<file path="src/rtl/fb_pkg.sv">
// Shared constants, state encoding and pixel packing for the frame-buffer writer.
package fb_pkg;
  localparam int unsigned HSIZE        = 640;
  localparam int unsigned VSIZE        = 480;
  localparam int unsigned ADDR_W       = 19;
  localparam int unsigned XW           = 10;
  localparam int unsigned YW           = 9;
  localparam int unsigned REVERSE_BASE = (VSIZE - 1) * HSIZE;

  typedef enum logic {
    ST_IDLE   = 1'b0,
    ST_ACTIVE = 1'b1
  } state_e;

  // RGB888 -> RGB565 by truncating the low bits of each channel.
  function automatic logic [15:0] pack565(input logic [23:0] rgb);
    return {rgb[23:19], rgb[15:10], rgb[7:3]};
  endfunction
endpackage

</file>
<file path="src/rtl/fb_addr_gen.sv">
// Pixel/line counters and line base register; flip mode walks lines bottom-up.
module fb_addr_gen
  import fb_pkg::ADDR_W, fb_pkg::XW, fb_pkg::YW;
#(
  parameter int unsigned HSIZE = fb_pkg::HSIZE,
  parameter int unsigned VSIZE = fb_pkg::VSIZE
) (
  input  logic              clk_i,
  input  logic              rst_ni,
  input  logic              step_i,
  input  logic              sof_i,
  input  logic              eol_i,
  input  logic              flip_i,
  output logic [ADDR_W-1:0] addr_o,
  output logic [XW-1:0]     x_o,
  output logic [YW-1:0]     y_o,
  output logic              line_end_o,
  output logic              frame_end_o,
  output logic              line_err_o
);
  localparam logic [ADDR_W-1:0] H_STEP   = ADDR_W'(HSIZE);
  localparam logic [ADDR_W-1:0] REV_BASE = ADDR_W'((VSIZE - 1) * HSIZE);
  localparam logic [XW-1:0]     X_LAST   = XW'(HSIZE - 1);
  localparam logic [YW-1:0]     Y_LAST   = YW'(VSIZE - 1);

  logic [XW-1:0]     x_q, x_d, x_cur;
  logic [YW-1:0]     y_q, y_d, y_cur;
  logic [ADDR_W-1:0] base_q, base_d, base_cur;
  logic              flip_q, flip_d, flip_cur;
  logic              x_at_last;

  // A SOF beat is positioned as if the counters were already at the frame origin.
  always_comb begin
    x_cur    = sof_i ? '0 : x_q;
    y_cur    = sof_i ? '0 : y_q;
    flip_cur = sof_i ? flip_i : flip_q;
    base_cur = sof_i ? (flip_i ? REV_BASE : '0) : base_q;

    x_at_last   = (x_cur == X_LAST);
    line_end_o  = eol_i | x_at_last;
    frame_end_o = line_end_o & (y_cur == Y_LAST);
    line_err_o  = eol_i ^ x_at_last;
    addr_o      = base_cur + ADDR_W'(x_cur);

    x_d    = x_q;
    y_d    = y_q;
    base_d = base_q;
    flip_d = flip_q;
    if (step_i) begin
      flip_d = flip_cur;
      if (frame_end_o) begin
        x_d    = '0;
        y_d    = '0;
        base_d = '0;
      end else if (line_end_o) begin
        x_d    = '0;
        y_d    = y_cur + YW'(1);
        base_d = flip_cur ? (base_cur - H_STEP) : (base_cur + H_STEP);
      end else begin
        x_d    = x_cur + XW'(1);
        y_d    = y_cur;
        base_d = base_cur;
      end
    end
  end

  always_ff @(posedge clk_i) begin
    if (!rst_ni) begin
      x_q    <= '0;
      y_q    <= '0;
      base_q <= '0;
      flip_q <= 1'b0;
    end else begin
      x_q    <= x_d;
      y_q    <= y_d;
      base_q <= base_d;
      flip_q <= flip_d;
    end
  end

  assign x_o = x_q;
  assign y_o = y_q;
endmodule

</file>
<file path="src/rtl/fb_writer.sv">
// Streams RGB888 pixel beats into an RGB565 frame buffer with optional vertical flip.
module fb_writer
  import fb_pkg::ADDR_W, fb_pkg::XW, fb_pkg::YW, fb_pkg::state_e, fb_pkg::ST_IDLE,
         fb_pkg::ST_ACTIVE, fb_pkg::pack565;
#(
  parameter int unsigned HSIZE = fb_pkg::HSIZE,
  parameter int unsigned VSIZE = fb_pkg::VSIZE
) (
  input  logic              CLK,
  input  logic              RESET_N,
  input  logic              S_VALID,
  output logic              S_READY,
  input  logic [23:0]       S_DATA,
  input  logic              S_SOF,
  input  logic              S_EOL,
  input  logic              FREEZE,
  input  logic              Reverse_SW,
  output logic              BRAMWE,
  output logic [ADDR_W-1:0] BRAMWADDR,
  output logic [15:0]       BRAMWDATA,
  output logic              FRAME_DONE,
  output logic              ERR_LINE,
  output logic              ERR_SYNC
);
  state_e state_q, state_d;

  logic              xfer, wr, sync_err;
  logic [ADDR_W-1:0] addr;
  logic [XW-1:0]     x_cnt;
  logic [YW-1:0]     y_cnt;
  logic              line_end, frame_end, line_err;

  logic              we_q, we_d;
  logic [ADDR_W-1:0] waddr_q, waddr_d;
  logic [15:0]       wdata_q, wdata_d;
  logic              done_q, done_d;
  logic              err_line_q, err_line_d;
  logic              err_sync_q, err_sync_d;

  assign S_READY = !FREEZE;
  assign xfer    = S_VALID & S_READY;
  assign wr      = xfer & (S_SOF | (state_q == ST_ACTIVE));
  assign sync_err = xfer & S_SOF & (state_q == ST_ACTIVE) & ((x_cnt != '0) | (y_cnt != '0));

  fb_addr_gen #(
    .HSIZE(HSIZE),
    .VSIZE(VSIZE)
  ) u_addr_gen (
    .clk_i      (CLK),
    .rst_ni     (RESET_N),
    .step_i     (wr),
    .sof_i      (S_SOF),
    .eol_i      (S_EOL),
    .flip_i     (Reverse_SW),
    .addr_o     (addr),
    .x_o        (x_cnt),
    .y_o        (y_cnt),
    .line_end_o (line_end),
    .frame_end_o(frame_end),
    .line_err_o (line_err)
  );

  always_comb begin
    state_d    = state_q;
    we_d       = wr;
    waddr_d    = waddr_q;
    wdata_d    = wdata_q;
    done_d     = wr & frame_end;
    err_line_d = err_line_q | (wr & line_err);
    err_sync_d = err_sync_q | sync_err;
    if (wr) begin
      waddr_d = addr;
      wdata_d = pack565(S_DATA);
      state_d = frame_end ? ST_IDLE : ST_ACTIVE;
    end
  end

  always_ff @(posedge CLK) begin
    if (!RESET_N) begin
      state_q    <= ST_IDLE;
      we_q       <= 1'b0;
      waddr_q    <= '0;
      wdata_q    <= '0;
      done_q     <= 1'b0;
      err_line_q <= 1'b0;
      err_sync_q <= 1'b0;
    end else begin
      state_q    <= state_d;
      we_q       <= we_d;
      waddr_q    <= waddr_d;
      wdata_q    <= wdata_d;
      done_q     <= done_d;
      err_line_q <= err_line_d;
      err_sync_q <= err_sync_d;
    end
  end

  assign BRAMWE     = we_q;
  assign BRAMWADDR  = waddr_q;
  assign BRAMWDATA  = wdata_q;
  assign FRAME_DONE = done_q;
  assign ERR_LINE   = err_line_q;
  assign ERR_SYNC   = err_sync_q;
endmodule

</file>
<file path="config.mk">
export PLATFORM = sky130hd
export DESIGN_NAME = fb_writer
export DESIGN_NICKNAME = d
export VERILOG_FILES = /design/src/rtl/fb_pkg.sv /design/src/rtl/fb_addr_gen.sv /design/src/rtl/fb_writer.sv
export SDC_FILE = /design/constraint.sdc
export NUM_CORES = 1
export LEC_CHECK = 0
export CORE_ASPECT_RATIO = 1.5
export CORE_UTILIZATION = 41
export DETAILED_ROUTE_END_ITERATION = 10
export GPL_TIMING_DRIVEN = 1
export HOLD_SLACK_MARGIN = 0.03
export PLACE_DENSITY = 0.67
export SLEW_MARGIN = 20
export SYNTH_ARGS = -nofsm -noshare
export SYNTH_HDL_FRONTEND = slang
export SYNTH_SLANG_ARGS = --single-unit
</file>
<file path="constraint.sdc">
create_clock -name CLK -period 3.15 [get_ports CLK]
set_input_delay 0.4725 -clock CLK [delete_from_list [all_inputs] [get_ports CLK]]
set_output_delay 0.4725 -clock CLK [all_outputs]
set_load 0.01 [all_outputs]
</file>
==> metrics.yaml, run 1 <==
synth:
  synth.avg_cell_area_um2: 7.66
  ys_warn_count: 0
  netlist_instances: 598
  syn_nets: 652
  post_synth_num_cell_types: 63
  synth_edf_count: 0
  synth_ff_type: "dfxtp_1"
  yosysTopAreaCell: "dfxtp_1"
  synth.most_common_cell: "nand2_1"
  synth_commonest_cells: "87 x nand2_1, 79 x dfxtp_1, 67 x a21oi_1"
  ys_seq_elements: 79
  syn_area_mm2: 0.00458
  synth_top_area_share_pct: 34.5
  yosysSeqAreaShare_pct: 34.5
  async_reset_ff_share_pct: 0
  ys_top_cells_by_area: "dfxtp_1 35%, a21oi_1 7.3%, nand2_1 7.1%, ha_1 6.0%, nor2_1 4.5%"
sta:
  fin_crit_sh_pct: 91.6
  tns_ps: 0
  finalSetupViolations: 0
  hold_violations: 0
  finClkSkew_ps: 9.20
  fin_crit_ps: 2890
  maxSlewViolCount: 0
  slew_headroom_pct: 62.1
  tightest_slew_ps: 569
  grt_setup_unrepaired: "no"
  fmax_mhz: 347
pwr:
  p_leak_nw: 2.44
  ir_worst_vdd_v: 0.000274
  seqPwrFrac_pct: 41.2
  powerDensity_mw_per_mm2: 403
  p_clk_share_pct: 44.8
  switching_share_pct: 24.0
  p_total_mw: 2.50
  p_int_mw: 1.90
  switchingPower_mw: 0.601
  p_comb_share_pct: 14.0
routing:
  ant_nets: 0
  wl_per_cell_um: 14.3
  routed_wl_mm: 12.5
  dr.pass1.iters: 4
  drc: 0
  vias_per_cell: 5.29
  vias: 4598
  dr.first_iter.drc_count: 226
setup_path:
  worst-path-max-fanout: 5
  cp-end-kind: "register"
  reg2reg_from: "u_addr_gen.x_o[0]"
  path_buf_inv: 4
  path_cells: "dlygate4sd2_1 -> buf_4 -> nand2_1 -> a21boi_0 -> inv_1 -> buf_4 -> ha_1 -> a21o_1 -> a21oi_1 -> o21ai_0 -> a41oi_2 -> mux2i_1 -> a221oi_2"
  cpLargestDelayFamily: "compound AO/OA/AOI/OAI gates"
  critPathSlowestCell: "dlygate4sd2_1"
  startpoint: "S_SOF"
  worstSetupPathType: "in -> reg"
  cp_common_cell: "buf_4"
  crit_required_ps: 3360
  cp-start-kind: "input pin"
  cp_slowest_stage_delay_ps: 330
  cp.arrival_ps: 3100
clock_network:
  path_clk_slew_ps: 60
  htree_num_levels: 3
  cts_made_buffers: 9
  cts_root_buffer: "clkbuf_16"
  post-cts-setup-buffers: 0
  clk_path_buf_depth: 2
  cts_sinks: 79
  tritoncts: "yes"
  clkLatencyLatePin_ps: 340
  postCtsHoldBufs: 0
final_layout:
  num-nets-final: 776
  drive_gt1_share_pct: 16.0
  antennaDiodeCount: 0
  n_fill_cell: 1000
  syn2layout_area_growth_pct: 35.6
job:
  drv_cap: 0
min_path:
  hp-class: "reg -> reg"
  min_from: "u_addr_gen.base_q[2]"
floorplanning:
  fp.dieW_um: 88.3
  rows: 46
  core_area_mm2: 0.0107
  dieArea_mm2: 0.0116
  initial_core_util_pct: 42.8
  io_pins: 71
  dieHeight_um: 131
global_route:
  grt_pass1_wl_mm: 20.2
  antenna_found_initial: 0
  grt.total_usage_pct: 22.2
  grt_max_degree: 38
  grt_overflow: 0
  grt_pass1_vias: 4424
place:
  dp_hpwl_mm: 9.34
  port_buffers: 62
  gp_congestion: 0.817
outcome:
  status: "complete, no violations"
[through the flow]
step	std cells	area, um^2	worst slack, ps	hold slack (ps)	utilization [%]
finish	870	6210	264	442	58.0
global route	870	6210	27.1	462	58.0
CTS	870	6210	263	446	58.0
detailed placement	855	5890	-357	436	55.0
global placement	855	5890	-287	426	55.0
floorplan	598	4580	49.2	416	-
[repair_timing]
item	in CTS	in global routing
resized for setup	1	0
setup endpoints to repair	1	0
endpoints found under the hold margin	0	0
[cell usage in the layout (no fill, tap or decap), types with 5 or more instances in the layout]
master,netlist,routed
nand2_1,87,87
buf_4,2,83
dfxtp_1,79,79
a21oi_1,67,67
clkdlybuf4s50_1,0,61
nor2_1,55,54
o21ai_0,31,31
inv_1,28,27
ha_1,22,22
nand3_1,21,21
nor2b_1,19,19
nor3_1,16,16
xnor2_1,12,12
clkbuf_16,0,9
or3_1,8,8
nor4_1,8,8
a31oi_1,7,7
a22oi_1,6,6
a21o_1,6,6
o21ai_1,5,5
and2_1,5,5
xor2_1,5,5
[power by group through the flow]
stage	clock network [mW]	registers (mW)	logic [mW]
floorplan	0	1.06	0.180
global placement	0	1.05	0.344
detailed placement	0	1.05	0.352
CTS	1.14	1.03	0.353
global route	1.19	1.03	0.384
finish	1.12	1.03	0.351
[routing by layer]
metal,up-vias,global-route usage (%),wire (um)
li1,2342,-,-
met1,2178,23.2,5100
met2,61,41.5,6800
met3,17,3.83,302
met4,0,9.41,286
met5,-,0,0
[worst register-to-register path: stages (launching register included)]
cell,delay (ps)
dfxtp_1,440
and4b_1,240
and4_1,220
nand3_1,100
ha_1,240
nor4bb_1,340
and4_1,270
buf_4,160
nor2_2,40
and3_1,180
o21ai_0,160
a21oi_1,90
[sequential cells by signal, summed over array words and instances (netlist names)]
signal and flops:
BRAMWADDR 19, u_addr_gen.base_q 19, BRAMWDATA 16, u_addr_gen.x_o 10
u_addr_gen.y_o 9, BRAMWE 1, ERR_LINE 1, ERR_SYNC 1
FRAME_DONE 1, state_q 1, u_addr_gen.flip_q 1
[cell families (layout without fill, tap and decap cells)]
family	count (synthesis)	after routing	share of synthesized area, %
adder cells (fa/ha/maj)	23	23	6.44
AND/OR/NAND/NOR	254	254	27.1
XOR/XNOR	17	17	3.25
buffers and inverters	63	191	5.93
AO/OA/AOI/OAI	156	156	21.2
flip-flops	79	79	34.5
multiplexers	6	6	1.61
[final timing paths]
check | end | slack (ps) | depth (start not counted)
min | u_addr_gen.base_q[2] | 440 | 2
max reg2reg | u_addr_gen.y_o[5] | 560 | 11
max | u_addr_gen.base_q[18] | 260 | 13
min reg2reg | u_addr_gen.base_q[2] | 440 | 2
[cell type report]
class	count	area [um^2]	area share [%]
sequential	79	1580	25.5
tap	144	180	2.90
clock buffer	10	239	3.85
timing repair buffer	147	1280	20.6
multi-input combinational	456	2740	44.1
clock inverter	5	82.6	1.33
inverter	29	109	1.75
Power figures use the tool's default switching activity.
==> run 2: changes to the inputs <==
--- a/config.mk
+++ b/config.mk
@@ -11,6 +11,7 @@
 export GPL_TIMING_DRIVEN = 1
 export HOLD_SLACK_MARGIN = 0.03
 export PLACE_DENSITY = 0.67
+export SKIP_CTS_REPAIR_TIMING = 1
 export SLEW_MARGIN = 20
 export SYNTH_ARGS = -nofsm -noshare
 export SYNTH_HDL_FRONTEND = slang
==> run 2 against run 1 <==
Net effect: core utilization barely moved; wire length barely moved; sequential cell count is the same; count of clock-buffer cells in the layout stayed put.
==> metrics.yaml, run 2 (synthesis results as in run 1) <==
floorplanning:
  core_area_mm2: 0.0107  # unchanged
  io_pins: 71  # unchanged
  rows: 46  # unchanged
  initial_core_util_pct: 42.8  # unchanged
  dieHeight_um: 131  # unchanged
  fp.dieW_um: 88.3  # unchanged
  dieArea_mm2: 0.0116  # unchanged
clock_network:
  path_clk_slew_ps: 60  # about the same
  clkLatencyLatePin_ps: 340  # about the same
  cts_made_buffers: 9  # unchanged
  tritoncts: "yes"  # unchanged
  htree_num_levels: 3  # unchanged
  clk_path_buf_depth: 2  # unchanged
  cts_sinks: 79  # unchanged
  cts_root_buffer: "clkbuf_16"  # unchanged
routing:
  vias_per_cell: 5.30  # was 5.29
  drc: 0  # unchanged
  routed_wl_mm: 12.5  # about the same
  wl_per_cell_um: 14.4  # was 14.3 um
  ant_nets: 0  # unchanged
  dr.first_iter.drc_count: 224  # was 226
  dr.pass1.iters: 4  # unchanged
  vias: 4610  # was 4598
place:
  place_ws_ps: -357  # unchanged
  dp_hpwl_mm: 9.34  # unchanged
  port_buffers: 62  # unchanged
  place_area_mm2: 0.00589  # unchanged
  gp_congestion: 0.817  # unchanged
  dp_cells: 855  # unchanged
sta:
  fin_ws_ps: 376  # was 264 ps
  finClkSkew_ps: 9.19  # was 9.20 ps
  hold_violations: 0  # unchanged
  maxSlewViolCount: 0  # unchanged
  tightest_slew_ps: 570  # was 569 ps
  grt_setup_unrepaired: "no"  # unchanged
  hold_ws_ps: 442  # unchanged
  fin_crit_ps: 2770  # was 2890 ps
  slew_headroom_pct: 62.0  # was 62.1%
  finalSetupViolations: 0  # unchanged
  fmax_mhz: 361  # was 347 MHz
  fin_crit_sh_pct: 88.0  # was 91.6%
outcome:
  status: "complete, no violations"  # unchanged
global_route:
  grt.total_usage_pct: 22.2  # unchanged
  grt_overflow: 0  # unchanged
  grt_pass1_wl_mm: 20.2  # unchanged
  grt_max_degree: 38  # unchanged
  antenna_found_initial: 0  # unchanged
  grt_pass1_vias: 4424  # unchanged
pwr:
  switchingPower_mw: 0.601  # about the same
  seqPwrFrac_pct: 41.2  # about the same
  p_comb_share_pct: 14.1  # was 14.0%
  powerDensity_mw_per_mm2: 403  # about the same
  p_leak_nw: 2.44  # about the same
  p_int_mw: 1.90  # about the same
  switching_share_pct: 24.0  # about the same
  p_clk_share_pct: 44.7  # was 44.8%
  p_total_mw: 2.50  # about the same
  ir_worst_vdd_v: 0.000274  # about the same
final_layout:
  layout_common_cells: "87 x nand2_1, 83 x buf_4, 79 x dfxtp_1, 67 x a21oi_1, 61 x clkdlybuf4s50_1"  # unchanged
  final-seq-area_mm2: 0.00158  # unchanged
  antennaDiodeCount: 0  # unchanged
  n_fill_cell: 1001  # was 1000
  instances_no_fill: 870  # unchanged
  num-nets-final: 776  # unchanged
  multi_input_area_mm2: 0.00274  # unchanged
  final_common_cell: "nand2_1"  # unchanged
  drive_gt1_share_pct: 16.0  # unchanged
  syn2layout_area_growth_pct: 35.6  # about the same
  fin_area_mm2: 0.00621  # about the same
setup_path:
  cp.arrival_ps: 2990  # was 3100 ps
  ff2ff_setup_slack_ps: 570  # was 560 ps
  critPathSlowestCell: "nor4bb_1"  # was dlygate4sd2_1
  worstSetupPathType: "in -> reg"  # unchanged
  cp-end-kind: "register"  # unchanged
  path_buf_inv: 4  # unchanged
  cpLargestDelayFamily: "simple AND/OR/NAND/NOR gates"  # was compound AO/OA/AOI/OAI gates
  path_cells: "dlymetal6s2s_1 -> buf_4 -> buf_12 -> nor2b_1 -> and4_1 -> nand3_1 -> ha_1 -> nor4bb_1 -> and4_1 -> buf_4 -> nor2_2 -> and3_1 -> o21ai_0 -> a21oi_1"  # was dlygate4sd2_1 -> buf_4 -> nand2_1 -> a21boi_0 -> inv_1 -> buf_4 -> ha_1 -> a21o_1 -> a21oi_1 -> o21ai_0 -> a41oi_2 -> mux2i_1 -> a221oi_2
  crit_required_ps: 3370  # was 3360 ps
  worst-path-max-fanout: 25  # was 5
  cp_slowest_stage_delay_ps: 340  # was 330 ps
  cp-start-kind: "input pin"  # unchanged
min_path:
  hp-class: "reg -> reg"  # unchanged
job:
  drv_cap: 0  # unchanged
## run 2: cell count changes in the layout (fill, tap and decap cells not counted), sizes merged
cell	change
dlygate4sd2	-1
dlymetal6s2s	+1
## run 2: layer usage
layer  track usage [%]  up-vias  share of wire (%)  routed length, um
met2              41.5       69                 54               6790
met3              3.83       17                2.5                310
met5                 0        -                  0                  0
met4              9.41        0                2.3                286
met1              23.2     2181                 41               5100
li1                  -     2343                  -                  -
## run 2: worst register-to-register path: stages, from the launching register on
cell and delay (ps):
dfxtp_1 440, and4b_1 240, and4_1 220, nand3_1 100, ha_1 240, nor4bb_1 340, and4_1 270, buf_4 150
nor2_2 40, and3_1 180, o21ai_0 160, a21oi_1 90
## run 2: final timing paths
| check | cells past startpoint | endpoint | startpoint |
|---|---|---|---|
| hold reg to reg | 2 | u_addr_gen.base_q[2] | u_addr_gen.base_q[2] |
| setup / recovery | 14 | u_addr_gen.y_o[5] | S_SOF |
| setup reg to reg | 11 | u_addr_gen.y_o[5] | u_addr_gen.x_o[0] |
| hold / removal | 2 | u_addr_gen.base_q[2] | u_addr_gen.base_q[2] |
## run 2: through the flow
| stage | utilization [%] | TNS (ps) |
|---|---|---|
| after detailed placement | 55.0 | -8330 |
| final | 58.1 | 0 |
| after floorplan | - | 0 |
| after global placement | 55.0 | -5150 |
| after CTS | 58.0 | -8.41 |
| after global routing | 58.1 | 0 |
## run 2: power groups by stage
stage | Combinational, mW | Clock (mW) | Sequential, mW
global placement | 0.344 | 0 | 1.05
detailed placement | 0.352 | 0 | 1.05
floorplan | 0.180 | 0 | 1.06
global route | 0.384 | 1.19 | 1.03
finish | 0.352 | 1.12 | 1.03
CTS | 0.353 | 1.14 | 1.03
## run 2: cell type report
cell class	count	share of cell area [%]
Tap cell	144	2.90
Sequential cell	79	25.4
Multi-Input combinational cell	456	44.0
Clock inverter	5	1.33
Timing Repair Buffer	147	20.7
Inverter	29	1.75
Clock buffer	10	3.85
